==> src/rtl/bus_rr_arbiter_if.sv <==
`default_nettype none
// =============================================================================
// Module      : bus_rr_arbiter_if
// Description : Start/done bus bundle between N masters, the arbiter and one slave.
// Revision    : 1.0 - initial release
// =============================================================================
interface bus_rr_arbiter_if #(
    parameter int NUM_MASTERS = 2,
    parameter int ADDR_WIDTH  = 27,
    parameter int DATA_WIDTH  = 32
);
    logic [NUM_MASTERS-1:0]            m_start;
    logic [NUM_MASTERS-1:0]            m_we;
    logic [NUM_MASTERS*ADDR_WIDTH-1:0] m_addr;
    logic [NUM_MASTERS*DATA_WIDTH-1:0] m_data;
    logic [DATA_WIDTH-1:0]             m_q;
    logic [NUM_MASTERS-1:0]            m_done;
    logic [NUM_MASTERS-1:0]            m_err;
    logic                              s_start;
    logic                              s_we;
    logic [ADDR_WIDTH-1:0]             s_addr;
    logic [DATA_WIDTH-1:0]             s_data;
    logic [DATA_WIDTH-1:0]             s_q;
    logic                              s_done;

    // slave: the arbiter's view (it serves the masters); master: the surrounding system
    modport slave (
        input  m_start, m_we, m_addr, m_data, s_q, s_done,
        output m_q, m_done, m_err, s_start, s_we, s_addr, s_data
    );
    modport master (
        output m_start, m_we, m_addr, m_data, s_q, s_done,
        input  m_q, m_done, m_err, s_start, s_we, s_addr, s_data
    );
endinterface
`default_nettype wire

==> src/rtl/bus_rr_arbiter.sv <==
`default_nettype none
// =============================================================================
// Module      : bus_rr_arbiter
// Description : N-master round-robin arbiter for the start/done bus with timeout.
// Revision    : 1.0 - initial release
// =============================================================================
module bus_rr_arbiter #(
    parameter int NUM_MASTERS    = 2,
    parameter int ADDR_WIDTH     = 27,
    parameter int DATA_WIDTH     = 32,
    parameter int TIMEOUT_CYCLES = 255
) (
    input  wire logic         i_clk,
    input  wire logic         i_reset,
    bus_rr_arbiter_if.slave   bus
);
    localparam int c_GW = (NUM_MASTERS > 1) ? $clog2(NUM_MASTERS) : 1;
    localparam int c_CW = (TIMEOUT_CYCLES > 1) ? $clog2(TIMEOUT_CYCLES) : 1;
    localparam logic [c_CW-1:0] c_TO_LAST   = c_CW'((TIMEOUT_CYCLES > 0) ? TIMEOUT_CYCLES - 1 : 0);
    localparam logic [c_GW-1:0] c_LAST_INIT = c_GW'(NUM_MASTERS - 1);

    localparam logic [1:0] c_ST_IDLE = 2'd0;
    localparam logic [1:0] c_ST_WAIT = 2'd1;
    localparam logic [1:0] c_ST_RESP = 2'd2;

    logic [1:0]             r_state_q,      w_state_d;
    logic [c_GW-1:0]        r_last_grant_q, w_last_grant_d;
    logic [c_CW-1:0]        r_cnt_q,        w_cnt_d;
    logic                   r_s_start_q,    w_s_start_d;
    logic                   r_s_we_q,       w_s_we_d;
    logic [ADDR_WIDTH-1:0]  r_s_addr_q,     w_s_addr_d;
    logic [DATA_WIDTH-1:0]  r_s_data_q,     w_s_data_d;
    logic [DATA_WIDTH-1:0]  r_rdata_q,      w_rdata_d;
    logic [NUM_MASTERS-1:0] r_done_q,       w_done_d;
    logic [NUM_MASTERS-1:0] r_err_q,        w_err_d;

    logic                   w_req_found;
    logic [c_GW-1:0]        w_grant;
    logic                   w_sel_we;
    logic [ADDR_WIDTH-1:0]  w_sel_addr;
    logic [DATA_WIDTH-1:0]  w_sel_data;
    logic [NUM_MASTERS-1:0] w_grant_onehot;

    // Scan starts one past the previous winner so every holder of m_start is served in turn.
    always_comb begin : p_grant
        logic [c_GW-1:0] v_idx;
        v_idx       = '0;
        w_req_found = 1'b0;
        w_grant     = r_last_grant_q;
        for (int k = 1; k <= NUM_MASTERS; k++) begin
            v_idx = c_GW'((int'(r_last_grant_q) + k) % NUM_MASTERS);
            if (!w_req_found && bus.m_start[v_idx]) begin
                w_req_found = 1'b1;
                w_grant     = v_idx;
            end
        end
        w_sel_we   = 1'b0;
        w_sel_addr = '0;
        w_sel_data = '0;
        for (int i = 0; i < NUM_MASTERS; i++) begin
            if (w_grant == c_GW'(i)) begin
                w_sel_we   = bus.m_we[i];
                w_sel_addr = bus.m_addr[i*ADDR_WIDTH +: ADDR_WIDTH];
                w_sel_data = bus.m_data[i*DATA_WIDTH +: DATA_WIDTH];
            end
        end
    end

    assign w_grant_onehot = NUM_MASTERS'(1) << r_last_grant_q;

    always_comb begin : p_next
        w_state_d      = r_state_q;
        w_last_grant_d = r_last_grant_q;
        w_cnt_d        = r_cnt_q;
        w_s_start_d    = r_s_start_q;
        w_s_we_d       = r_s_we_q;
        w_s_addr_d     = r_s_addr_q;
        w_s_data_d     = r_s_data_q;
        w_rdata_d      = r_rdata_q;
        w_done_d       = '0;
        w_err_d        = '0;
        case (r_state_q)
            c_ST_IDLE: begin
                if (w_req_found) begin
                    w_s_start_d    = 1'b1;
                    w_s_we_d       = w_sel_we;
                    w_s_addr_d     = w_sel_addr;
                    w_s_data_d     = w_sel_data;
                    w_last_grant_d = w_grant;
                    w_cnt_d        = '0;
                    w_state_d      = c_ST_WAIT;
                end
            end
            c_ST_WAIT: begin
                if (bus.s_done) begin
                    w_s_start_d = 1'b0;
                    w_rdata_d   = bus.s_q;
                    w_done_d    = w_grant_onehot;
                    w_state_d   = c_ST_RESP;
                end else if ((TIMEOUT_CYCLES != 0) && (r_cnt_q == c_TO_LAST)) begin
                    w_s_start_d = 1'b0;
                    w_rdata_d   = '0;
                    w_done_d    = w_grant_onehot;
                    w_err_d     = w_grant_onehot;
                    w_state_d   = c_ST_RESP;
                end else begin
                    w_cnt_d = r_cnt_q + c_CW'(1);
                end
            end
            c_ST_RESP: w_state_d = c_ST_IDLE;
            default:   w_state_d = c_ST_IDLE;
        endcase
    end

    always_ff @(posedge i_clk) begin
        if (i_reset) begin
            r_state_q      <= c_ST_IDLE;
            r_last_grant_q <= c_LAST_INIT;
            r_cnt_q        <= '0;
            r_s_start_q    <= 1'b0;
            r_s_we_q       <= 1'b0;
            r_s_addr_q     <= '0;
            r_s_data_q     <= '0;
            r_rdata_q      <= '0;
            r_done_q       <= '0;
            r_err_q        <= '0;
        end else begin
            r_state_q      <= w_state_d;
            r_last_grant_q <= w_last_grant_d;
            r_cnt_q        <= w_cnt_d;
            r_s_start_q    <= w_s_start_d;
            r_s_we_q       <= w_s_we_d;
            r_s_addr_q     <= w_s_addr_d;
            r_s_data_q     <= w_s_data_d;
            r_rdata_q      <= w_rdata_d;
            r_done_q       <= w_done_d;
            r_err_q        <= w_err_d;
        end
    end

    // Masking with s_done keeps the slave from taking the request twice in its done cycle.
    assign bus.s_start = r_s_start_q & ~bus.s_done;
    assign bus.s_we    = r_s_we_q & r_s_start_q;
    assign bus.s_addr  = r_s_addr_q;
    assign bus.s_data  = r_s_data_q;
    assign bus.m_q     = r_rdata_q;
    assign bus.m_done  = r_done_q;
    assign bus.m_err   = r_err_q;
endmodule
`default_nettype wire

==> src/flat_wrapper.sv <==
// flat-port wrapper written by rule: the top's interface ports become plain ports
module bus_rr_arbiter_flat 
#(
    parameter int NUM_MASTERS    = 2,
    parameter int ADDR_WIDTH     = 27,
    parameter int DATA_WIDTH     = 32,
    parameter int TIMEOUT_CYCLES = 255
)
  (i_clk, i_reset, bus_m_start, bus_m_we, bus_m_addr, bus_m_data, bus_s_q, bus_s_done, bus_m_q, bus_m_done, bus_m_err, bus_s_start, bus_s_we, bus_s_addr, bus_s_data);
  bus_rr_arbiter_if #(.NUM_MASTERS(NUM_MASTERS), .ADDR_WIDTH(ADDR_WIDTH), .DATA_WIDTH(DATA_WIDTH)) bus_i ();
  input  wire logic i_clk;
  input  wire logic i_reset;
  input wire logic [$bits(bus_i.m_start)-1:0] bus_m_start;
  input wire logic [$bits(bus_i.m_we)-1:0] bus_m_we;
  input wire logic [$bits(bus_i.m_addr)-1:0] bus_m_addr;
  input wire logic [$bits(bus_i.m_data)-1:0] bus_m_data;
  input wire logic [$bits(bus_i.s_q)-1:0] bus_s_q;
  input wire logic [$bits(bus_i.s_done)-1:0] bus_s_done;
  output wire logic [$bits(bus_i.m_q)-1:0] bus_m_q;
  output wire logic [$bits(bus_i.m_done)-1:0] bus_m_done;
  output wire logic [$bits(bus_i.m_err)-1:0] bus_m_err;
  output wire logic [$bits(bus_i.s_start)-1:0] bus_s_start;
  output wire logic [$bits(bus_i.s_we)-1:0] bus_s_we;
  output wire logic [$bits(bus_i.s_addr)-1:0] bus_s_addr;
  output wire logic [$bits(bus_i.s_data)-1:0] bus_s_data;
  assign bus_i.m_start = bus_m_start;
  assign bus_i.m_we = bus_m_we;
  assign bus_i.m_addr = bus_m_addr;
  assign bus_i.m_data = bus_m_data;
  assign bus_i.s_q = bus_s_q;
  assign bus_i.s_done = bus_s_done;
  assign bus_m_q = bus_i.m_q;
  assign bus_m_done = bus_i.m_done;
  assign bus_m_err = bus_i.m_err;
  assign bus_s_start = bus_i.s_start;
  assign bus_s_we = bus_i.s_we;
  assign bus_s_addr = bus_i.s_addr;
  assign bus_s_data = bus_i.s_data;
  bus_rr_arbiter #(.NUM_MASTERS(NUM_MASTERS), .ADDR_WIDTH(ADDR_WIDTH), .DATA_WIDTH(DATA_WIDTH), .TIMEOUT_CYCLES(TIMEOUT_CYCLES)) u_core (.i_clk(i_clk), .i_reset(i_reset), .bus(bus_i));
endmodule
==> config.mk <==
export PLATFORM = sky130hd
export DESIGN_NAME = bus_rr_arbiter_flat
export DESIGN_NICKNAME = d
export VERILOG_FILES = /design/src/rtl/bus_rr_arbiter_if.sv /design/src/rtl/bus_rr_arbiter.sv /design/src/flat_wrapper.sv
export SDC_FILE = /design/constraint.sdc
export NUM_CORES = 1
export LEC_CHECK = 0
export BUFFER_PORTS_ARGS = -buffer_cell sky130_fd_sc_hd__buf_2
export CAP_MARGIN = 20
export CELL_PAD_IN_SITES_DETAIL_PLACEMENT = 1
export CELL_PAD_IN_SITES_GLOBAL_PLACEMENT = 1
export CORE_MARGIN = 2
export CORE_UTILIZATION = 31
export CTS_BUF_LIST = sky130_fd_sc_hd__clkbuf_8
export CTS_CLUSTER_DIAMETER = 50
export DETAILED_ROUTE_END_ITERATION = 7
export PLACE_DENSITY = 0.88
export REMOVE_ABC_BUFFERS = 1
export SLEW_MARGIN = 20
export SYNTH_ARGS = -nofsm -noshare
export SYNTH_HDL_FRONTEND = slang
export SYNTH_SLANG_ARGS = --single-unit
==> constraint.sdc <==
create_clock -name i_clk -period 1.5 [get_ports i_clk]
set_input_delay 0.375 -clock i_clk [delete_from_list [all_inputs] [get_ports i_clk]]
set_output_delay 0.375 -clock i_clk [all_outputs]
set_load 0.01 [all_outputs]
==> flow_metrics.env <==
export IMPL_dr_total_vias=4349
export IMPL_synth_top_area_share_pct=45.73
export IMPL_yosysTopAreaCell="dfxtp_1"
export IMPL_antenna_found_initial=1
export IMPL_hold_viol=0
export IMPL_hpwlAfterDp_um=10840
export IMPL_intPower_uw=5022
export IMPL_p_sw_uw=2135
export IMPL_dieArea_um2=16260
export IMPL_worst_clock_skew_ns=0.01077
export IMPL_cp_start_kind="register"
export IMPL_track_usage_pct=16.59
export IMPL_cts_tree="yes"
export IMPL_fillers=1759
export IMPL_dr_pass1_iters=4
export IMPL_min_path_cells=2
export IMPL_totalWireLength_um=14550
export IMPL_critPathRequiredTime_ns=1.82
export IMPL_grt_pass1_vias=4395
export IMPL_netlist_area_um2=4728
export IMPL_whs_ns=0.2060
export IMPL_cp_arrival_ns=1.82
export IMPL_finalMaxSlewViolations=0
export IMPL_core_um2=15030
export IMPL_reg2reg_slack_ns=0.005
export IMPL_htreeDepth=3
export IMPL_reg2reg_to="u_core.bus.m_q[2]$_SDFFE_PP0P_"
export IMPL_placed_area_um2=6320
export IMPL_start_util_pct=31.45
export IMPL_layout_drive_gt1_share_pct=55.09
export IMPL_seqPwrFrac_pct=45.4
export IMPL_clkLatencyLatePin_ns=0.38
export IMPL_die_w_um=127.5
export IMPL_min_delay_start="bus_s_q[17]"
export IMPL_final_cell_mix="buf_2 (252), dfxtp_1 (104), nor2_1 (64)"
export IMPL_num_nets_final=851
export IMPL_grt_setup_unrepaired="true"
export IMPL_final_common_cell="buf_2"
export IMPL_clockBufferDepth=2
export IMPL_syn_area_per_cell_um2=11.15
export IMPL_n_antenna_cell=0
export IMPL_yosysSeqAreaShare_pct=45.73
export IMPL_end_kind="register"
export IMPL_max_slew_margin_rel_pct=67.79
export IMPL_synth_seq_cells=108
export IMPL_period_needed_ns=1.495
export IMPL_ff2ff_path_depth=7
export IMPL_synthFlopType="dfxtp_1"
export IMPL_ys_warn_count=0
export IMPL_combPwrFrac_pct=25.9
export IMPL_grt_pass1_wl_um=21310
export IMPL_drtIter0Drc=98
export IMPL_gp_congestion=0.7880
export IMPL_cap_violations=0
export IMPL_vias_per_cell=4.914
export IMPL_wl_per_cell_um=16.45
export IMPL_clock_power_share_pct=28.6
export IMPL_syn_to_final_growth_pct=41.76
export IMPL_syn_inst=424
export IMPL_root_buffer="clkbuf_8"
export IMPL_cts_made_buffers=9
export IMPL_grt_max_degree=59
export IMPL_criticalPathCategory="register to register"
export IMPL_setup_viol=0
export IMPL_synth_area_leaders="dfxtp_1 (46%), a211oi_2 (13%), mux2i_1 (13%)"
export IMPL_portBuffers=253
export IMPL_outcome="finished clean"
export IMPL_numClockSinks=108
export IMPL_max_freq_mhz=668.9
export IMPL_hold_path_class="primary input to register"
export IMPL_netSwitchingFraction_pct=29.83
export IMPL_clk_pin_slew_ns=0.10
export IMPL_final_area_um2=6703
export IMPL_fin_crit_sh_pct=99.67
export IMPL_p_per_area_nw_per_um2=1068
export IMPL_num_rows=45
export IMPL_die_h_um=127.5
export IMPL_leakage_uw=0.003216
export IMPL_synth_edf_count=0
export IMPL_async_flop_share_pct=0
export IMPL_worstMarginPinSlew_ns=0.4765
export IMPL_cp_max_fo=8
export IMPL_hold_end="u_core.bus.m_q[17]$_SDFFE_PP0P_"
export IMPL_vdd_drop_max_uv=720.7
export IMPL_drc=0
export IMPL_io_pins=254
export IMPL_grt_overflow_total=0
export IMPL_yosysUniqueCellTypes=49
export IMPL_r2r_start="u_core.r_cnt_q[0]$_SDFFE_PP0P_"
export IMPL_cts_hold_buf=0
export IMPL_ant_nets=0
==> Yosys cell counts (2+ instances only) <==
cell        n
dfxtp_1   108
nor2_1     65
mux2i_1    60
a211oi_2   49
a22o_1     30
buf_6      14
buf_2      12
a211oi_1   11
clkbuf_1    7
nand3_1     7
a21oi_1     5
nand2_1     4
and3_1      3
buf_4       3
nor3_1      3
o21a_1      3
o21ai_1     3
a22o_2      2
ha_1        2
inv_1       2
nor2b_1     2
o211ai_1    2
==> routing by layer <==
| metal | wire length [µm] | GRT usage [%] | share of wire [%] |
|---|---|---|---|
| met5 | 13 | 0 | 0.089 |
| met4 | 262 | 6.399 | 1.8 |
| met3 | 1097 | 4.062 | 7.5 |
| met2 | 7489 | 29.85 | 51 |
| met1 | 5690 | 18.89 | 39 |
==> logic make-up after synthesis <==
kind of cell | count (synthesis) | share of synthesized area (%)
AOI/OAI and AO/OA | 114 | 24.45
xor gates and xnor gates | 2 | 0.3705
adders and majority gates | 2 | 0.5292
buffers and inverters | 38 | 5.795
muxes | 60 | 12.70
DFF | 108 | 45.73
and+or+nand+nor | 100 | 10.43
==> sequential cells by signal, summed over array words and instances (netlist names) <==
name / count
u_core.bus.s_data: 32
u_core.bus.m_done: 2
u_core.r_s_start_q: 1
u_core.r_cnt_q: 8
u_core.bus.m_q: 32
u_core.r_s_we_q: 1
u_core.r_last_grant_q: 1
u_core.bus.m_err: 2
u_core.r_state_q: 2
u_core.bus.s_addr: 27
==> power groups by stage <==
stage                     Sequential [µW]  Combinational, µW  Clock [µW]
final                                3250               1860        2050
after global routing                 3290               2010        2260
after CTS                            3260               1830        2140
after detailed placement             3320               1820           0
after global placement               3310               1760           0
after floorplan                      3430                936           0
==> per-stage QoR <==
step           setup slack, ns  cells  utilization (%)  setup TNS [ns]  power, µW
2_1_floorplan           -3.511    388                -         -222.59       4363
3_3_place_gp          -0.06658    862            42.04        -0.06658       5068
3_5_place_dp          -0.05001    862            42.04        -0.08094       5139
4_1_cts               0.004250    878            43.68               0       7229
5_1_grt               -0.04789    885            44.59         -0.9748       7551
6_report              0.004963    885            44.59               0       7157
==> critical path: stages, from the launching register on <==
cell and delay, ns:
dfxtp_2 0.35, inv_2 0.05, ha_4 0.15, nand3_4 0.11, o21bai_4 0.09, a21oi_4 0.33
clkbuf_16 0.23, a22o_1 0.12
==> what timing repair did <==
| action | CTS | global route |
|---|---|---|
| pin swaps | 0 | 4 |
| gates resized for setup | 5 | 8 |
| setup endpoints to repair | 7 | 51 |
| setup buffers | 0 | 3 |
| endpoints found under the hold margin | 0 | 0 |
| gates cloned | 0 | 4 |
==> how the worst max path moves through the flow <==
stage	startpoint	cells past startpoint	endpoint	slack, ns
floorplan	bus_m_start[1]	3	u_core.bus.s_addr[0]$_SDFFE_PP0P_	-3.51
global placement	bus_m_start[1]	6	u_core.bus.s_addr[9]$_SDFFE_PP0P_	-0.07
detailed placement	bus_m_start[1]	6	u_core.bus.s_addr[9]$_SDFFE_PP0P_	-0.05
CTS	u_core.r_cnt_q[0]$_SDFFE_PP0P_	7	u_core.bus.m_q[31]$_SDFFE_PP0P_	0.004
global route	u_core.r_cnt_q[0]$_SDFFE_PP0P_	7	u_core.bus.m_q[4]$_SDFFE_PP0P_	-0.05
finish	u_core.r_cnt_q[0]$_SDFFE_PP0P_	7	u_core.bus.m_q[2]$_SDFFE_PP0P_	0.005
==> cell type report <==
class / count / area [µm²] / area share [%]
multi-input cells: 278 / 2338 / 34.89
flip-flops and latches: 108 / 2170 / 32.37
repair buffers: 293 / 1720 / 25.67
well taps: 188 / 235.2 / 3.509
clock buffers: 10 / 137.6 / 2.053
clock inverters: 6 / 93.84 / 1.400
inverters: 2 / 7.507 / 0.1120
Power figures use the tool's default switching activity.
